$ cat src/rtl/seg7_pkg.sv
// -----------------------------------------------------------------------------
// seg7_pkg
// Shared constants and types for the two-digit seven-segment display driver.
// Segment patterns are active-low and ordered {g,f,e,d,c,b,a}; digit enables
// are active-low with an[0] = units and an[1] = tens.
// -----------------------------------------------------------------------------
package seg7_pkg;

    typedef logic [3:0] digit_t;

    localparam logic [6:0] SEG_0     = 7'b1000000;
    localparam logic [6:0] SEG_1     = 7'b1111001;
    localparam logic [6:0] SEG_2     = 7'b0100100;
    localparam logic [6:0] SEG_3     = 7'b0110000;
    localparam logic [6:0] SEG_4     = 7'b0011001;
    localparam logic [6:0] SEG_5     = 7'b0010010;
    localparam logic [6:0] SEG_6     = 7'b0000010;
    localparam logic [6:0] SEG_7     = 7'b1111000;
    localparam logic [6:0] SEG_8     = 7'b0000000;
    localparam logic [6:0] SEG_9     = 7'b0010000;
    localparam logic [6:0] SEG_BLANK = 7'b1111111;
    localparam logic [6:0] SEG_DASH  = 7'b0111111;

    localparam logic [1:0] AN_OFF    = 2'b11;
    localparam logic [1:0] AN_UNITS  = 2'b10;
    localparam logic [1:0] AN_TENS   = 2'b01;

    localparam digit_t     DIGIT_TEN = 4'd10;

endpackage

$ cat src/rtl/bcd_to_seg7.sv
// -----------------------------------------------------------------------------
// bcd_to_seg7
// Combinational decode of one decimal digit into an active-low segment
// pattern. Values above 9 never occur in normal use and decode to blank.
//   i_digit : digit value 0..9
//   o_seg   : active-low segments {g,f,e,d,c,b,a}
// -----------------------------------------------------------------------------
module bcd_to_seg7
    import seg7_pkg::*;
(
    input  digit_t     i_digit,
    output logic [6:0] o_seg
);

    always_comb begin
        o_seg = SEG_BLANK;
        case (i_digit)
            4'd0:    o_seg = SEG_0;
            4'd1:    o_seg = SEG_1;
            4'd2:    o_seg = SEG_2;
            4'd3:    o_seg = SEG_3;
            4'd4:    o_seg = SEG_4;
            4'd5:    o_seg = SEG_5;
            4'd6:    o_seg = SEG_6;
            4'd7:    o_seg = SEG_7;
            4'd8:    o_seg = SEG_8;
            4'd9:    o_seg = SEG_9;
            default: o_seg = SEG_BLANK;
        endcase
    end

endmodule

$ cat src/rtl/seg7_display_driver.sv
// -----------------------------------------------------------------------------
// seg7_display_driver
// Latches a 4-bit binary value plus a "greater than 9" flag, splits it into
// tens/units decimal digits and time-multiplexes them onto a two-digit
// common-anode seven-segment display.
//
// Ports:
//   clk          : system clock, rising edge
//   rst          : synchronous active-high reset
//   binary_code  : 4-bit value to display
//   comparation  : 1 when binary_code > 9
//   load         : one-cycle strobe latching binary_code / comparation
//   an[1:0]      : active-low digit enables (an[0] units, an[1] tens)
//   seg[6:0]     : active-low segments {g,f,e,d,c,b,a}
//
// Parameter:
//   REFRESH_DIV  : clock cycles each digit stays active (>= 2)
//
// Build option:
//   LEADING_ZERO_BLANK_EN : when defined, a zero tens digit is blanked
//                           (an=11, seg=blank) instead of showing "0".
// -----------------------------------------------------------------------------
module seg7_display_driver
    import seg7_pkg::*;
#(
    parameter int REFRESH_DIV = 27000
) (
    input  logic       clk,
    input  logic       rst,
    input  logic [3:0] binary_code,
    input  logic       comparation,
    input  logic       load,
    output logic [1:0] an,
    output logic [6:0] seg
);

    localparam int                CNT_W   = $clog2(REFRESH_DIV);
    localparam logic [CNT_W-1:0] CNT_MAX = CNT_W'(REFRESH_DIV - 1);

    digit_t           r_code;
    logic             r_comp;
    logic             r_err;
    logic [CNT_W-1:0] r_cnt;
    logic             r_sel;
    logic [1:0]       r_an;
    logic [6:0]       r_seg;

    logic             w_tens_one;
    digit_t           w_units;
    digit_t           w_tens;
    digit_t           w_digit;
    logic [6:0]       w_seg_dec;
    logic [1:0]       w_an_nxt;
    logic [6:0]       w_seg_nxt;

    // Input latch: a flagged value below ten is inconsistent and raises the
    // error flag until the next consistent load.
    always_ff @(posedge clk) begin
        if (rst) begin
            r_code <= '0;
            r_comp <= 1'b0;
            r_err  <= 1'b0;
        end else if (load) begin
            r_code <= binary_code;
            r_comp <= comparation;
            r_err  <= comparation && (binary_code < DIGIT_TEN);
        end
    end

    // Refresh timer: digit select flips on the same cycle the counter wraps.
    always_ff @(posedge clk) begin
        if (rst) begin
            r_cnt <= '0;
            r_sel <= 1'b0;
        end else if (r_cnt == CNT_MAX) begin
            r_cnt <= '0;
            r_sel <= ~r_sel;
        end else begin
            r_cnt <= r_cnt + CNT_W'(1);
        end
    end

    // Digit split. In the error case the digit values are irrelevant because
    // the output stage substitutes a dash.
    assign w_tens_one = r_comp & ~r_err;
    assign w_units    = w_tens_one ? (r_code - DIGIT_TEN) : r_code;
    assign w_tens     = {3'b000, w_tens_one};
    assign w_digit    = r_sel ? w_tens : w_units;

    bcd_to_seg7 u_dec (
        .i_digit (w_digit),
        .o_seg   (w_seg_dec)
    );

    always_comb begin
        w_an_nxt  = r_sel ? AN_TENS : AN_UNITS;
        w_seg_nxt = r_err ? SEG_DASH : w_seg_dec;
`ifdef LEADING_ZERO_BLANK_EN
        if (r_sel && !w_tens_one && !r_err) begin
            w_an_nxt  = AN_OFF;
            w_seg_nxt = SEG_BLANK;
        end
`endif
    end

    // Output register: reflects select and latched value one cycle later.
    always_ff @(posedge clk) begin
        if (rst) begin
            r_an  <= AN_OFF;
            r_seg <= SEG_BLANK;
        end else begin
            r_an  <= w_an_nxt;
            r_seg <= w_seg_nxt;
        end
    end

    assign an  = r_an;
    assign seg = r_seg;

endmodule

$ cat config.mk
export PLATFORM = sky130hd
export DESIGN_NAME = seg7_display_driver
export DESIGN_NICKNAME = d
export VERILOG_FILES = /design/src/rtl/seg7_pkg.sv /design/src/rtl/bcd_to_seg7.sv /design/src/rtl/seg7_display_driver.sv
export SDC_FILE = /design/constraint.sdc
export NUM_CORES = 1
export LEC_CHECK = 0
export BUFFER_PORTS_ARGS = -buffer_cell sky130_fd_sc_hd__buf_2
export CORE_ASPECT_RATIO = 2
export CORE_MARGIN = 5
export CORE_UTILIZATION = 55
export CTS_BUF_LIST = sky130_fd_sc_hd__clkbuf_2 sky130_fd_sc_hd__clkbuf_4 sky130_fd_sc_hd__clkbuf_8
export CTS_CLUSTER_DIAMETER = 120
export DETAILED_ROUTE_END_ITERATION = 8
export PLACE_DENSITY = 0.75
export SYNTH_ARGS = -nofsm -noshare
export SYNTH_HDL_FRONTEND = slang
export SYNTH_HIERARCHICAL = 1
export SYNTH_SLANG_ARGS = --single-unit
$ cat constraint.sdc
create_clock -name clk -period 2.55 [get_ports clk]
set_input_delay 0.255 -clock clk [delete_from_list [all_inputs] [get_ports clk]]
set_output_delay 0.255 -clock clk [all_outputs]
set_load 0.05 [all_outputs]
==> impl_results.md <==
- DRT Pass-1 Iters: 4
- Ranking of synthesized cells by area: dfxtp_1 40%, nor2_4 5.8%, ha_1 5.6%
- Synth Area in Adders: 5.62%
- Syn_nets: 183
- Core region area: 0.00274 sq mm
- Synth Area per Inst: 9.27 sq um
- Post-synthesis sequential area ratio: 39.8%
- Max VDD drop: 630 uV
- Vias in the first global route: 1237
- Final Slew Violations: 0
- Placer Congestion: 0.850
- Total Power: 1.21 mW
- Ports: 17
- Routed wire length: 3020 microns
- Worst EP arrival: 2.46 ns
- Unique masters post-synth: 38
- XOR/XNOR Fraction of Synth Area: 7.87%
- Root buffer cell: clkbuf_8
- Row count: 27
- HP Class: in2reg
- Post-CTS setup buffers: 0
- Synthesized area: 0.00156 sq mm
- Final HPWL DP: 2290 microns
- CP endpoint kind: flip-flop
- Vias per cell: 5.39
- Finished Layout Cells: 214
- Worst r2r src: r_err
- DRC viols: 0
- Fin. Hold Viols: 0
- Post-DRT Antenna Nets: 0
- GR Util All Layers: 17.9%
- Antenna cells: 0
- WL per Instance: 14.1 microns
- FF-to-FF End: seg[3]
- CTS tree: done
- Least-Margin Pin Slew: 0.500 ns
- Fin crit share: 90.3%
- Gate power share: 16.0%
- Worst-path fanout max: 11
- Post-synthesis instance total: 168
- Fmax: 434 MHz
- Worst setup path startpoint: r_err
- Crit path capture: seg[3]
- Synth warnings: 6
- Die X: 47.6 microns
- Reg power frac: 43.3%
- CTS buffer count: 5
- Ys async rst share: 0%
- Synth Area in Simple Gates: 29.2%
- Post-synth top area cell: dfxtp_1
- Final #Nets: 199
- R2r setup slk: 0.25 ns
- Share of cells above drive strength 1: 22.7%
- Internal: 886 uW
- Port Buf Inserts: 16
- Die area: 0.00406 sq mm
- Global-route wire length before repair: 5150 microns
- Clock network fraction of total power: 40.7%
- DR vias: 1153
- Clock sinks: 31
- Final setup fails: 0
- Yosys reg bits: 31
- Share of the synthesized area in the top cell type: 39.8%
- DP Area: 0.00161 sq mm
- Leakage: 0.670 nW
- Fillers: 244
- Clock Skews: 0.00901 ns
- Main combinational cell family by area after synthesis: simple AND/OR/NAND/NOR gates
- Worst-skew pair later-pin latency: 0.28 ns
- Placed insts: 206
- RSZ-0062 raised after global routing: no
- Fin Setup TNS: 0 ns
- WS Path Type: reg2reg
- Antenna violations before repair: 0
- Mux share of post-synthesis cell area: 3.94%
- Pin count of the biggest net entering global routing: 19
- Relative slew slack: 66.5%
- Final setup margin: 0.248 ns
- Initial core utilization: 56.9%
- Reg2Reg Depth: 8
- Crit path required time: 2.71 ns
- H-tree depth: 2
- Pre-CTS setup slack: 0.254 ns
- Drt initial violations: 16
- Design area: 0.00173 sq mm
- Run status: completed
- Max Cap Viol: 0
- Top-count cell post-synth: dfxtp_1
- GRT overflow: 0
- Final min period: 2.30 ns
- EDFF count, synth: 0
- Clock buffer depth: 2
- Most used DFF post-synth: dfxtp_1
- Net Switching: 320 uW
- CP Launch Type: flip-flop
- Sw frac: 26.5%
- Die height: 85.3 microns
- Pwr Density: 696 mW/mm^2
- CTS clk-pin slew, worst paths: 0.07 ns
- Area grow syn2layout: 11.2%
- Top cells by count, synth: 31 x dfxtp_1, 18 x nor2_1, 10 x xnor2_1
- Compound-gate portion of the synthesized area: 6.43%
==> how the worst min path moves through the flow <==
stage,startpoint,end,cells past startpoint
finish,binary_code[0],r_code[0],3
global route,binary_code[1],r_code[1],3
CTS,binary_code[2],r_code[2],3
detailed placement,r_cnt[0],r_cnt[0],1
global placement,r_cnt[0],r_cnt[0],1
floorplan,rst,an[1],1
==> stage by stage <==
step                util (%)  hold WS (ns)
global route            63.3         0.237
detailed placement      58.9         0.460
global placement        58.9         0.452
floorplan                  -         0.356
CTS                     63.2         0.226
finish                  63.3         0.221
==> metal layers <==
layer	GRT usage, %	wire length, microns	vias up	part of all wire [%]
met4	10.0	121	0	4.0
met5	0	0	-	0
met2	33.6	1820	26	60
met3	4.67	116	12	3.8
met1	15.1	958	529	32
li1	-	-	586	-
==> sequential cells by signal, indices dropped and copies added, names as in the netlist <==
name and count:
r_cnt 15, seg 7, r_code 4, an 2, r_comp 1, r_err 1
r_sel 1
==> final cells by class <==
cell class	count	area, sq um	share of cell area [%]
inverters	9	33.8	1.95
well taps	29	36.3	2.10
multi-input cells	119	828	47.8
clock inverters	2	35.0	2.02
flip-flops and latches	31	621	35.8
repair buffers	18	95.1	5.49
clock buffers	6	82.6	4.77
==> power groups by stage <==
stage	clock [mW]	sequential [mW]	combinational, mW
3_3_place_gp	0	0.532	0.185
5_1_grt	0.525	0.525	0.212
3_5_place_dp	0	0.533	0.191
2_1_floorplan	0	0.586	0.0970
6_report	0.491	0.522	0.193
4_1_cts	0.500	0.522	0.193
==> kinds of logic after synthesis <==
logic type,Yosys count
XOR/XNOR,14
multiplexers,6
adder cells (fa/ha/maj),7
buffers and inverters,18
flip-flops,31
AND/OR/NAND/NOR,74
AO/OA/AOI/OAI,18
==> timing repair <==
action                                  4_1_cts  5_1_grt
resized for setup                             0        1
endpoints found under the setup margin        0        1
hold buffers                                  0        0
==> placed cells by master (no fill, tap or decap), drive strengths merged, types with 5 or more instances in the layout <==
cell	instances
nand2b	6
or3	8
clkbuf	6
o21ai	9
xnor2	10
nor2	28
nand2	5
ha	7
nand3	7
dfxtp	31
buf	18
mux2i	5
a21oi	6
inv	9
==> critical path: stages, from the launching register on <==
cell	delay (ns)
dfxtp_1	0.37
nor2b_1	0.31
nor2b_1	0.21
xnor2_1	0.07
nor2_1	0.39
or2b_1	0.32
a21oi_2	0.15
a31oi_1	0.06
or3_1	0.30
Power figures use the tool's default switching activity.
